--- src/rtl/arduboy_pkg.sv ---
// Shared types and constants for the serial-to-SD capture path.
// Holds RX/sector state enums, sector size, pad byte and holding depth.
package arduboy_pkg;

    typedef enum logic [1:0] {
        RX_IDLE,
        RX_START,
        RX_DATA,
        RX_STOP
    } rx_state_e;

    typedef enum logic [1:0] {
        SEC_FILL,
        SEC_PAD,
        SEC_COMMIT,
        SEC_RELEASE
    } sec_state_e;

    localparam int SECTOR_BYTES = 512;
    // Same EOF marker the HEX loader stops on.
    localparam logic [7:0] PAD_BYTE = 8'h1A;
    localparam int HOLD_DEPTH = 16;

endpackage

--- src/rtl/uart_rx_core.sv ---
// 8N1 UART receiver: 2-FF synchroniser, RX FSM, bit counter.
// Ports: clk, reset (sync, active-high), rxd in; rx_byte, valid, frame_err (1-cycle pulses) out.
module uart_rx_core
    import arduboy_pkg::*;
#(
    parameter int CLKS_PER_BIT = 868
) (
    input  logic       clk,
    input  logic       reset,
    input  logic       rxd,
    output logic [7:0] rx_byte,
    output logic       valid,
    output logic       frame_err
);

    localparam int CW = $clog2(CLKS_PER_BIT);
    localparam logic [CW-1:0] BIT_LAST  = CW'(CLKS_PER_BIT - 1);
    localparam logic [CW-1:0] HALF_LAST = CW'(CLKS_PER_BIT / 2 - 1);

    rx_state_e     state_q, state_d;
    logic          sync1_q, sync1_d, sync2_q, sync2_d;
    logic [CW-1:0] cnt_q, cnt_d;
    logic [2:0]    bit_q, bit_d;
    logic [7:0]    shift_q, shift_d;
    logic          armed_q, armed_d;
    logic          valid_q, valid_d;
    logic          ferr_q, ferr_d;

    always_comb begin
        state_d = state_q;
        sync1_d = rxd;
        sync2_d = sync1_q;
        cnt_d   = cnt_q + CW'(1);
        bit_d   = bit_q;
        shift_d = shift_q;
        armed_d = armed_q;
        valid_d = 1'b0;
        ferr_d  = 1'b0;
        unique case (state_q)
            RX_IDLE: begin
                cnt_d = '0;
                // Only a high-to-low transition starts a frame, so a held
                // break does not retrigger.
                if (sync2_q) begin
                    armed_d = 1'b1;
                end else if (armed_q) begin
                    armed_d = 1'b0;
                    state_d = RX_START;
                end
            end
            RX_START: begin
                if (cnt_q == HALF_LAST) begin
                    cnt_d = '0;
                    bit_d = '0;
                    if (sync2_q) begin
                        armed_d = 1'b1;
                        state_d = RX_IDLE;
                    end else begin
                        state_d = RX_DATA;
                    end
                end
            end
            RX_DATA: begin
                if (cnt_q == BIT_LAST) begin
                    cnt_d   = '0;
                    shift_d = {sync2_q, shift_q[7:1]};
                    bit_d   = bit_q + 3'd1;
                    if (bit_q == 3'd7) state_d = RX_STOP;
                end
            end
            RX_STOP: begin
                if (cnt_q == BIT_LAST) begin
                    cnt_d   = '0;
                    armed_d = sync2_q;
                    valid_d = sync2_q;
                    ferr_d  = !sync2_q;
                    state_d = RX_IDLE;
                end
            end
            default: state_d = RX_IDLE;
        endcase
    end

    always_ff @(posedge clk) begin
        if (reset) begin
            state_q <= RX_IDLE;
            sync1_q <= 1'b1;
            sync2_q <= 1'b1;
            cnt_q   <= '0;
            bit_q   <= '0;
            shift_q <= '0;
            armed_q <= 1'b0;
            valid_q <= 1'b0;
            ferr_q  <= 1'b0;
        end else begin
            state_q <= state_d;
            sync1_q <= sync1_d;
            sync2_q <= sync2_d;
            cnt_q   <= cnt_d;
            bit_q   <= bit_d;
            shift_q <= shift_d;
            armed_q <= armed_d;
            valid_q <= valid_d;
            ferr_q  <= ferr_d;
        end
    end

    assign rx_byte   = shift_q;
    assign valid     = valid_q;
    assign frame_err = ferr_q;

endmodule

--- src/rtl/uart_sector_writer.sv ---
// Packs UART bytes into 512-byte sectors and commits them via sd_wr/sd_ack.
// Ports: clk_100m, reset, rxd, flush, sd_ack in; buf_addr/din/wr, sd_lba, sd_wr,
// busy, overrun, frame_err out. SECTOR_WRITER_FIFO_EN: 16-entry holding FIFO.
module uart_sector_writer
    import arduboy_pkg::*;
#(
    parameter int CLKS_PER_BIT = 868,
    parameter int START_LBA    = 0
) (
    input  logic       clk_100m,
    input  logic       reset,
    input  logic       rxd,
    input  logic       flush,
    output logic [8:0] buf_addr,
    output logic [7:0] buf_din,
    output logic       buf_wr,
    output logic [8:0] sd_lba,
    output logic       sd_wr,
    input  logic       sd_ack,
    output logic       busy,
    output logic       overrun,
    output logic       frame_err
);

    localparam logic [8:0] LAST_ADDR = 9'(SECTOR_BYTES - 1);

    logic [7:0] rx_byte;
    logic       rx_valid, rx_ferr;

    uart_rx_core #(.CLKS_PER_BIT(CLKS_PER_BIT)) u_rx (
        .clk       (clk_100m),
        .reset     (reset),
        .rxd       (rxd),
        .rx_byte   (rx_byte),
        .valid     (rx_valid),
        .frame_err (rx_ferr)
    );

    logic       pop, accept, hold_empty, hold_full;
    logic [7:0] hold_head;

    // A push into a full stage is still accepted when a pop frees a slot.
    assign accept = rx_valid && (!hold_full || pop);

`ifdef SECTOR_WRITER_FIFO_EN
    logic [7:0] mem_q [HOLD_DEPTH];
    logic [3:0] rd_q, rd_d, wr_q, wr_d;
    logic [4:0] cnt_q, cnt_d;

    assign hold_empty = (cnt_q == 5'd0);
    assign hold_full  = (cnt_q == 5'(HOLD_DEPTH));
    assign hold_head  = mem_q[rd_q];

    always_comb begin
        rd_d  = rd_q + 4'(pop);
        wr_d  = wr_q + 4'(accept);
        cnt_d = cnt_q + 5'(accept) - 5'(pop);
    end

    always_ff @(posedge clk_100m) begin
        if (accept) mem_q[wr_q] <= rx_byte;
    end

    always_ff @(posedge clk_100m) begin
        if (reset) begin
            rd_q  <= '0;
            wr_q  <= '0;
            cnt_q <= '0;
        end else begin
            rd_q  <= rd_d;
            wr_q  <= wr_d;
            cnt_q <= cnt_d;
        end
    end
`else
    logic       hold_vld_q, hold_vld_d;
    logic [7:0] hold_byte_q, hold_byte_d;

    assign hold_empty = !hold_vld_q;
    assign hold_full  = hold_vld_q;
    assign hold_head  = hold_byte_q;

    always_comb begin
        hold_vld_d  = hold_vld_q && !pop;
        hold_byte_d = hold_byte_q;
        if (accept) begin
            hold_vld_d  = 1'b1;
            hold_byte_d = rx_byte;
        end
    end

    always_ff @(posedge clk_100m) begin
        if (reset) begin
            hold_vld_q  <= 1'b0;
            hold_byte_q <= '0;
        end else begin
            hold_vld_q  <= hold_vld_d;
            hold_byte_q <= hold_byte_d;
        end
    end
`endif

    sec_state_e state_q, state_d;
    logic [8:0] ptr_q, ptr_d, lba_q, lba_d, addr_q, addr_d;
    logic [7:0] din_q, din_d;
    logic       wr_q_o, wr_d_o, sdwr_q, sdwr_d, busy_q, busy_d;
    logic       fpend_q, fpend_d, ovr_q, ovr_d, ferr_q, ferr_d;

    always_comb begin
        state_d = state_q;
        ptr_d   = ptr_q;
        lba_d   = lba_q;
        addr_d  = addr_q;
        din_d   = din_q;
        wr_d_o  = 1'b0;
        pop     = 1'b0;
        fpend_d = fpend_q || flush;
        unique case (state_q)
            SEC_FILL: begin
                if (!hold_empty) begin
                    pop    = 1'b1;
                    wr_d_o = 1'b1;
                    addr_d = ptr_q;
                    din_d  = hold_head;
                    ptr_d  = ptr_q + 9'd1;
                    if (ptr_q == LAST_ADDR) begin
                        // A full sector already satisfies an older flush.
                        fpend_d = flush;
                        state_d = SEC_COMMIT;
                    end
                end else if (fpend_q) begin
                    fpend_d = flush;
                    if (ptr_q != 9'd0) state_d = SEC_PAD;
                end
            end
            SEC_PAD: begin
                wr_d_o = 1'b1;
                addr_d = ptr_q;
                din_d  = PAD_BYTE;
                ptr_d  = ptr_q + 9'd1;
                if (ptr_q == LAST_ADDR) state_d = SEC_COMMIT;
            end
            SEC_COMMIT: begin
                if (sdwr_q && sd_ack) state_d = SEC_RELEASE;
            end
            SEC_RELEASE: begin
                if (!sd_ack) begin
                    lba_d   = lba_q + 9'd1;
                    ptr_d   = '0;
                    state_d = SEC_FILL;
                end
            end
            default: state_d = SEC_FILL;
        endcase
        // Request rises one cycle after entering COMMIT, drops once ack seen.
        sdwr_d = (state_q == SEC_COMMIT) && !(sdwr_q && sd_ack);
        busy_d = (state_d != SEC_FILL);
        ovr_d  = ovr_q || (rx_valid && !accept);
        ferr_d = ferr_q || rx_ferr;
    end

    always_ff @(posedge clk_100m) begin
        if (reset) begin
            state_q <= SEC_FILL;
            ptr_q   <= '0;
            lba_q   <= 9'(START_LBA);
            addr_q  <= '0;
            din_q   <= '0;
            wr_q_o  <= 1'b0;
            sdwr_q  <= 1'b0;
            busy_q  <= 1'b0;
            fpend_q <= 1'b0;
            ovr_q   <= 1'b0;
            ferr_q  <= 1'b0;
        end else begin
            state_q <= state_d;
            ptr_q   <= ptr_d;
            lba_q   <= lba_d;
            addr_q  <= addr_d;
            din_q   <= din_d;
            wr_q_o  <= wr_d_o;
            sdwr_q  <= sdwr_d;
            busy_q  <= busy_d;
            fpend_q <= fpend_d;
            ovr_q   <= ovr_d;
            ferr_q  <= ferr_d;
        end
    end

    assign buf_addr  = addr_q;
    assign buf_din   = din_q;
    assign buf_wr    = wr_q_o;
    assign sd_lba    = lba_q;
    assign sd_wr     = sdwr_q;
    assign busy      = busy_q;
    assign overrun   = ovr_q;
    assign frame_err = ferr_q;

endmodule
--- config.mk ---
export PLATFORM = sky130hd
export DESIGN_NAME = uart_sector_writer
export DESIGN_NICKNAME = d
export VERILOG_FILES = /design/src/rtl/arduboy_pkg.sv /design/src/rtl/uart_rx_core.sv /design/src/rtl/uart_sector_writer.sv
export SDC_FILE = /design/constraint.sdc
export NUM_CORES = 1
export LEC_CHECK = 0
export ABC_AREA = 1
export CORE_MARGIN = 4
export CORE_UTILIZATION = 62
export CTS_BUF_LIST = sky130_fd_sc_hd__clkbuf_8
export DETAILED_ROUTE_END_ITERATION = 8
export GPL_ROUTABILITY_DRIVEN = 0
export PLACE_DENSITY = 0.87
export SLEW_MARGIN = 20
export SYNTH_ARGS = -nofsm -noshare
export SYNTH_HDL_FRONTEND = slang
export SYNTH_SLANG_ARGS = --single-unit
--- constraint.sdc ---
create_clock -name clk_100m -period 4.9 [get_ports clk_100m]
set_input_delay 0.98 -clock clk_100m [delete_from_list [all_inputs] [get_ports clk_100m]]
set_output_delay 0.98 -clock clk_100m [all_outputs]
set_load 0.005 [all_outputs]
==> flow_summary.ini <==
[final_layout]
layout_commonest_cell = dfxtp_1
area_growth_pct = 18.2
final_core_util_pct = 75.6
instances_no_fill = 531
final_cell_mix = 80 x dfxtp_1, 64 x nor2_1, 62 x nand2_1
n_antenna_cell = 0
fin_nets = 469
design_area_sq_mm = 0.00386
fill_cells = 387
drive_gt1_share_pct = 8.24

[sta]
slew_viol_final = 0
fmax_ghz = 0.382
setup_ws_ps = 2280
finalSetupViolCount = 0
fin_crit_sh_pct = 53.5
final_hold_viol_count = 0
worstMarginPinSlew_ps = 1010
max_slew_margin_pct = 32.6
finClkSkew_ps = 11.4
finalCriticalPeriod_ps = 2620
rsz0062_at_grt = false
tns_ps = 0

[clock_tree]
cts_tree = done
post_cts_buffers = 0
clock_sinks = 80
cts_buffer_depth = 2
path_clk_slew_ps = 70
cts_made_buffers = 9
cts_resized = 0
root_buffer = clkbuf_8
holdBufCountCts = 0
insertion_delay_ps = 350
htree_levels = 3

[floorplan]
dieArea_sq_mm = 0.00649
die_h_microns = 80.6
io_pins = 36
coreArea_sq_mm = 0.00511
initial_utilization_pct = 63.9
num_rows = 26
dieWidth_microns = 80.6

[drt]
drtIter0Drc = 197
vias_per_cell = 5.35
drt_pass1_iterations = 5
drt_wl_total_mm = 6.66
ant_nets = 0
drc = 0
vias = 2843
wire_per_inst_microns = 12.5

[global_route]
overflow = 0
grt_max_degree = 41
antenna_found_initial = 0
grt_first_pass_wirelength_mm = 11.3
grt_usage_pct = 22.1
grt_pass1_vias = 2690

[hold_path]
hp-start = u_rx.sync1_q
min_path_type = reg -> reg
whs_path_depth = 1

[synth]
syn_inst = 420
synth_cell_types = 35
synth_top_area_cell = dfxtp_1
syn-cell-area_sq_mm = 0.00327
synth_top_area_share_pct = 49.0
avgSynthCellArea_sq_um = 7.78
yosys_warnings = 0
synth-simple-area-share_pct = 24.7
synthMuxAreaShare_pct = 0
synth_xor_area_share_pct = 1.61
synthAdderAreaFrac_pct = 3.07
synthArstFlopShare_pct = 0
synth_edf_count = 0
yosysSeqAreaShare_pct = 49.0
synth_compound_area_share_pct = 14.1
synth_fp_nets = 433
synth_area_leaders = dfxtp_1 49%, nor2_1 7.4%, nand2_1 7.1%, a21oi_1 6.4%, inv_1 5.9%
synth_top_family_by_area = simple AND/OR/NAND/NOR gates
synth_flop_cell = dfxtp_1
ys_ff_latch = 80

[place]
place_hpwl_mm = 4.63
placed_area_sq_mm = 0.00366
port_buffers = 35
dp_cells = 515
post-place-ws_ps = 1890

[setup_path]
startpoint_type = input pin
startpoint = reset
required_ps = 5170
r2r_start = state_q[0]
path_cells = clkdlybuf4s50_1 -> buf_4 -> inv_1 -> nand2_2 -> nor3b_1
cp_slowest_cell = inv_1
worstRegToRegCells = 4
cp_max_fo = 40
critical_path_arrival_ps = 2890
endpoint_kind = register
crit_type = in -> reg
max_stage_delay_ps = 760

[power]
p_comb_share_pct = 3.4
p_leak_nw = 1.54
power_density_mw_per_mm2 = 305
p_sw_mw = 0.264
swShare_pct = 22.4
p_int_mw = 0.914
pwr-share-clk_pct = 40.7
irDropWorstVdd_uv = 206
pwr-share-seq_pct = 56.0

[status]
status = completed

[flow_run]
cap_violations = 0
## layout make-up
| class | instances | area (sq um) | share of cell area, % |
|---|---|---|---|
| clock inverter | 6 | 58.8 | 1.52 |
| multi-input combinational | 276 | 1420 | 36.7 |
| tap | 70 | 87.6 | 2.27 |
| inverter | 53 | 200 | 5.18 |
| clock buffer | 10 | 138 | 3.56 |
| sequential | 80 | 1600 | 41.5 |
| timing repair buffer | 36 | 358 | 9.27 |
## through the flow
step / total power, mW / hold slack [ps]
6_report: 1.18 / 413
5_1_grt: 1.22 / 444
4_1_cts: 1.18 / 416
3_3_place_gp: 0.711 / 398
3_5_place_dp: 0.713 / 398
2_1_floorplan: 0.702 / 389
## cell usage after synthesis (4+ instances only)
master    number
xor2_1         5
dfxtp_1       80
nand3_1       20
nand2_1       62
buf_2          4
nor3_1         5
ha_1           8
o21ai_0       34
clkbuf_1       7
a21oi_1       42
inv_1         51
nor2_1        64
## kinds of logic (layout without fill, tap and decap cells)
family / after synthesis / after routing
and+or+nand+nor: 176 / 176
xor gates and xnor gates: 6 / 6
AOI/OAI and AO/OA: 86 / 86
DFF: 80 / 80
adders and majority gates: 8 / 8
buffers and inverters: 64 / 105
## power groups by stage
stage / Combinational, mW / Sequential (mW) / Clock, mW
after global routing: 0.0445 / 0.660 / 0.515
after CTS: 0.0392 / 0.659 / 0.483
after detailed placement: 0.0391 / 0.674 / 0
final: 0.0399 / 0.659 / 0.479
after floorplan: 0.0288 / 0.673 / 0
after global placement: 0.0374 / 0.674 / 0
## state kept, by name, indices dropped and copies added, names as in the netlist, 2 cells and up, named ones only
register	flops
u_rx.cnt_q	10
buf_addr	9
ptr_q	9
sd_lba	9
buf_din	8
hold_byte_q	8
u_rx.rx_byte	8
u_rx.bit_q	3
state_q	2
## critical path, delay by kind of cell
kind,cells,cell delay [ps]
buf+inv,3,1390
simple gates,2,520
## final timing paths
kind,end,slack [ps]
worst max-delay path,u_rx.cnt_q[3],2280
worst min-delay path,u_rx.sync2_q,410
worst max register to register,buf_addr[1],2980
worst min register to register,u_rx.sync2_q,410
## per-layer routing
layer | part of all wire [%] | vias up | track usage (%)
met2 | 48 | 95 | 37.8
met3 | 6.6 | 17 | 7.29
met5 | 0 | - | 0
li1 | - | 1430 | -
met4 | 1.8 | 0 | 9.46
met1 | 43 | 1301 | 25.0
(Power assumes the default switching activity.)
